==> config.mk <==
export PLATFORM = sky130hd
export DESIGN_NAME = bus_scheduler
export DESIGN_NICKNAME = d
export VERILOG_FILES = /design/src/rtl/bus_pkg.sv /design/src/rtl/rr_pick3.sv /design/src/rtl/bus_scheduler.sv
export SDC_FILE = /design/constraint.sdc
export NUM_CORES = 1
export LEC_CHECK = 0
export CAP_MARGIN = 20
export CORE_UTILIZATION = 35
export DETAILED_ROUTE_END_ITERATION = 10
export PLACE_DENSITY = 0.77
export SETUP_SLACK_MARGIN = 0.4
export SYNTH_ARGS = -nofsm -noshare
export SYNTH_HDL_FRONTEND = slang
export SYNTH_SLANG_ARGS = --single-unit
==> constraint.sdc <==
create_clock -name clk -period 2.7 [get_ports clk]
set_input_delay 0.405 -clock clk [delete_from_list [all_inputs] [get_ports clk]]
set_output_delay 0.405 -clock clk [all_outputs]
set_load 0.02 [all_outputs]
==> src/rtl/bus_pkg.sv <==
// Shared definitions for the byte-bus scheduler family.
// This file holds the state encoding, the source indices and the bytes-per-word rule.
package bus_pkg;

    typedef enum logic [1:0] {
        IDLE = 2'd0,
        SEND = 2'd1,
        ACK  = 2'd2
    } state_t;

    localparam logic [1:0] SRC_AES = 2'd0;
    localparam logic [1:0] SRC_SHA = 2'd1;
    localparam logic [1:0] SRC_CTL = 2'd2;

    localparam int unsigned DEF_ADDRW = 24;

    function automatic int unsigned calc_nbytes(input int unsigned addrw);
        return (addrw + 8) / 8;
    endfunction

endpackage

==> src/rtl/rr_pick3.sv <==
// Combinational three-way round-robin picker.
// It grants the first requester after 'last' in the cyclic order 0->1->2->0.
module rr_pick3
    import bus_pkg::*;
(
    input  logic [2:0] req,
    input  logic [1:0] last,
    output logic [2:0] pick,
    output logic       any
);

    always_comb begin
        pick = '0;
        case (last)
            SRC_AES: begin
                if (req[1])      pick = 3'b010;
                else if (req[2]) pick = 3'b100;
                else if (req[0]) pick = 3'b001;
            end
            SRC_SHA: begin
                if (req[2])      pick = 3'b100;
                else if (req[0]) pick = 3'b001;
                else if (req[1]) pick = 3'b010;
            end
            default: begin
                if (req[0])      pick = 3'b001;
                else if (req[1]) pick = 3'b010;
                else if (req[2]) pick = 3'b100;
            end
        endcase
    end

    assign any = |req;

endmodule

==> src/rtl/bus_scheduler.sv <==
// Three-requester byte-bus scheduler: a round-robin grant is followed by
// LSB-first serialisation of the latched {data, address} word, then a done pulse.
module bus_scheduler
    import bus_pkg::*;
#(
    parameter int unsigned ADDRW = DEF_ADDRW
) (
    input  logic             clk,
    input  logic             rst,
    input  logic             aes_req,
    input  logic             sha_req,
    input  logic             ctl_req,
    input  logic [ADDRW+7:0] aes_data_in,
    input  logic [ADDRW+7:0] sha_data_in,
    input  logic [ADDRW+7:0] ctl_data_in,
    output logic [7:0]       out_data,
    output logic             out_valid,
    input  logic             out_ready,
    output logic             aes_grant,
    output logic             sha_grant,
    output logic             ctl_grant,
    output logic             aes_done,
    output logic             sha_done,
    output logic             ctl_done
);

    localparam int unsigned W         = ADDRW + 8;
    localparam int unsigned NBYTES    = calc_nbytes(ADDRW);
    localparam int unsigned CNTW      = (NBYTES > 1) ? $clog2(NBYTES) : 1;
    localparam logic [CNTW-1:0] LAST_BEAT = CNTW'(NBYTES - 1);

    state_t          state, state_nxt;
    logic [1:0]      owner, last_grant, pick_idx;
    logic [W-1:0]    shift, pick_data;
    logic [CNTW-1:0] cnt;
    logic [2:0]      req, pick;
    logic            any, beat, last_beat, owned;

    assign req = {ctl_req, sha_req, aes_req};

    rr_pick3 u_pick (
        .req  (req),
        .last (last_grant),
        .pick (pick),
        .any  (any)
    );

    always_comb begin
        pick_idx  = SRC_CTL;
        pick_data = ctl_data_in;
        if (pick[0]) begin
            pick_idx  = SRC_AES;
            pick_data = aes_data_in;
        end else if (pick[1]) begin
            pick_idx  = SRC_SHA;
            pick_data = sha_data_in;
        end
    end

    assign beat      = (state == SEND) && out_ready;
    assign last_beat = beat && (cnt == LAST_BEAT);

    always_ff @(posedge clk or posedge rst) begin
        if (rst) state <= IDLE;
        else     state <= state_nxt;
    end

    always_comb begin
        state_nxt = state;
        case (state)
            IDLE:    if (any) state_nxt = SEND;
            SEND:    if (last_beat) state_nxt = ACK;
            ACK:     state_nxt = IDLE;
            default: state_nxt = IDLE;
        endcase
    end

    // The counter stops at the final beat instead of wrapping.
    always_ff @(posedge clk or posedge rst) begin
        if (rst) begin
            owner      <= SRC_AES;
            last_grant <= SRC_CTL;
            shift      <= '0;
            cnt        <= '0;
        end else begin
            if (state == IDLE && any) begin
                shift <= pick_data;
                owner <= pick_idx;
                cnt   <= '0;
            end
            if (beat) begin
                shift <= shift >> 8;
                if (last_beat) last_grant <= owner;
                else           cnt        <= cnt + CNTW'(1);
            end
        end
    end

    always_comb begin
        owned     = (state != IDLE);
        out_valid = (state == SEND);
        out_data  = shift[7:0];
        aes_grant = owned && (owner == SRC_AES);
        sha_grant = owned && (owner == SRC_SHA);
        ctl_grant = owned && (owner == SRC_CTL);
        aes_done  = (state == ACK) && (owner == SRC_AES);
        sha_done  = (state == ACK) && (owner == SRC_SHA);
        ctl_done  = (state == ACK) && (owner == SRC_CTL);
    end

endmodule

==> results.md <==
* Critical path peak fanout at 5
* Drt pass-1 iters at 8
* RSZ-0062 raised after global routing: no
* Length of routed met2 wiring at 3090 µm
* Nature of the critical path endpoint: output pin
* TritonCTS clock tree: yes
* First-pass GRT wire length at 9960 µm
* Max clock buf depth at 2
* Status: finished clean
* Register bit count reported by yosys at 40
* CTS clk-pin slew, worst paths at 70 ps
* Final worst slack at 543 ps
* Post-route clock period utilization at 79.9%
* Hold/Removal Path Class: flip-flop to flip-flop
* Residual DRC count at 0
* Die width at 82.8 µm
* Final Hold Vio Count at 0
* Net Count, Synth at 338
* Largest net degree at the start of global routing at 52
* Post-synthesis sequential area ratio at 43.9%
* Synth area leader: dfrtp_1
* M1 WL at 2690 µm
* Starting Density at 36.1%
* Rows at 29
* Area growth from synthesis to layout at 54.3%
* # setup viols final at 0
* Top-area cell type share of the netlist area at 42.8%
* Initial detailed-routing violation count at 247
* Final min period at 2160 ps
* Clock sink count at 40
* Worst path required time at 2300 ps
* Crit Path Category: flip-flop to output pin
* Met3 wire length at 757 µm
* Final antenna diode count at 0
* Maximum vdd drop at 0.000468 V
* Clk_lat worst skew at 290 ps
* Fillcell total at 590
* CTS root buf: clkbuf_8
* DR top layer: met4
* Ports at 117
* Post-cts sizing count at 0
* Hold buffers post-CTS at 0
* Syn Area/Cell at 9.71 µm²
* Fraction of layout cells with a size suffix above 1 at 6.82%
* Synth area leaders: dfrtp_1 (43%), a222oi_1 (14%), a22oi_1 (7.9%)
* Leak at 1.43 nW
* WL/cell at 15.8 µm
* Post-CTS Setup Bufs at 0
* Relative max-transition margin at 65.8%
* # placed instances at 406
* Mapped Area at 2280 µm²
* Syn Inst Count at 235
* Vias/cell at 5.63
* Routed vias at 2332
* Slew Viols, Final at 0
* Max Clock Skew at 6.58 ps
* Worst-Margin Slew at 513 ps
* Routability congestion estimate from global placement at 0.703
* Area of the core at 6310 µm²
* FMAX at 464 MHz
* Vias in the first global route at 2161
* Netlist cell types at 29
* Routed Antenna Nets at 0
* DP Wirelength at 4450 µm
* # H-tree levels at 2
* Routed wire length at 6540 µm
* Dpl ws at 371 ps
* Synthesis Warnings at 0
* Startpoint types: flip-flop
* Die height at 82.8 µm
* Post-synth top cells: dfrtp_1 (39), nand2_1 (35), a222oi_1 (32), a22oi_1 (24), o21ai_0 (24)
* Total CTS buffers at 5
* Die ar. at 6850 µm²
* Pwr/cell area at 834 nW/µm²
* Top FF cell, synth: dfrtp_1
* Port bufs at 116
* Cell with the most instances after synthesis: dfrtp_1
* Post-route setup TNS at 0 ps
* Asr flop ratio synth at 100%
* EDFF count, synth at 0
* Max-cap viol count at 0
* GR Overflow Total at 0
* Crit path DAT at 1750 ps
* Total track usage at 19.3%
* Nets at 439
* Layout Cells excl Fill at 414
* Antenna violations before repair at 0
## flip-flops by register name, summed over array words and instances, names as in the netlist
name        count
cnt             2
last_grant      2
owner           2
shift          32
state           2
## area by class of cell
| type | instances | area [µm²] | area share, % |
|---|---|---|---|
| inverter | 4 | 15.0 | 0.426 |
| tap | 77 | 96.3 | 2.74 |
| timing repair buffer | 124 | 1220 | 34.7 |
| multi-input combinational | 161 | 1090 | 30.9 |
| clock buffer | 8 | 100 | 2.84 |
| sequential | 40 | 1000 | 28.5 |
## per-layer routing
| layer | global-route usage, % | vias up |
|---|---|---|
| met2 | 33.1 | 122 |
| li1 | - | 1114 |
| met5 | 0 | - |
| met4 | 2.76 | 0 |
| met1 | 24.5 | 1094 |
| met3 | 5.71 | 2 |
## where the power goes
part	switching, mW	leakage (nW)	internal, mW
logic	0.760	0.877	0.687
registers	0.184	0.504	0.874
clock network	0.198	0.0515	0.233
## logic make-up after synthesis
group | share of synthesized area, %
adder cells (fa/ha/maj) | 0.548
flip-flops | 43.9
AO/OA/AOI/OAI | 32.1
multiplexers | 1.48
buffers and inverters | 8.72
AND/OR/NAND/NOR | 13.2
## worst max-delay path, stage by stage (launching register included)
cell	delay (ps)
dfrtp_1	450
nand2b_1	220
nor3_1	160
clkdlybuf4s50_1	640
## cells in the final DEF, fill, tap and decap left out, drive strengths merged
cell,synthesis,layout
nand3,8,8
a22oi,24,24
o21ai,33,33
ha,1,1
and2b,1,1
nand3b,1,1
dfrtp,39,39
mux2,3,3
inv,4,3
nor3,4,4
nand2,35,35
dfstp,1,1
clkdlybuf4s50,0,116
nor2b,2,2
buf,20,8
nor2,7,7
clkinv,0,1
o32ai,2,2
clkbuf,10,8
nand2b,6,6
a222oi,32,32
and2,1,1
a22o,1,1
## metrics by stage
| step | hold WS (ps) | power, mW | utilization (%) | area (µm²) |
|---|---|---|---|---|
| floorplan | 470 | 2.06 | - | 2280 |
| global route | 542 | 3.16 | 55.8 | 3520 |
| detailed placement | 493 | 2.52 | 54.2 | 3420 |
| CTS | 514 | 2.96 | 55.8 | 3520 |
| global placement | 488 | 2.47 | 54.2 | 3420 |
| finish | 511 | 2.94 | 55.8 | 3520 |
## worst paths after layout
path	depth (start not counted)	slack, ps	end	startpoint
max	3	540	aes_done	state[0]
min	2	510	shift[27]	shift[27]
max reg2reg	4	960	shift[20]	last_grant[1]
min reg2reg	2	510	shift[27]	shift[27]
max in group asynchronous	3	1780	last_grant[1]	rst
min in group asynchronous	3	530	shift[6]	rst
(Power assumes the default switching activity.)
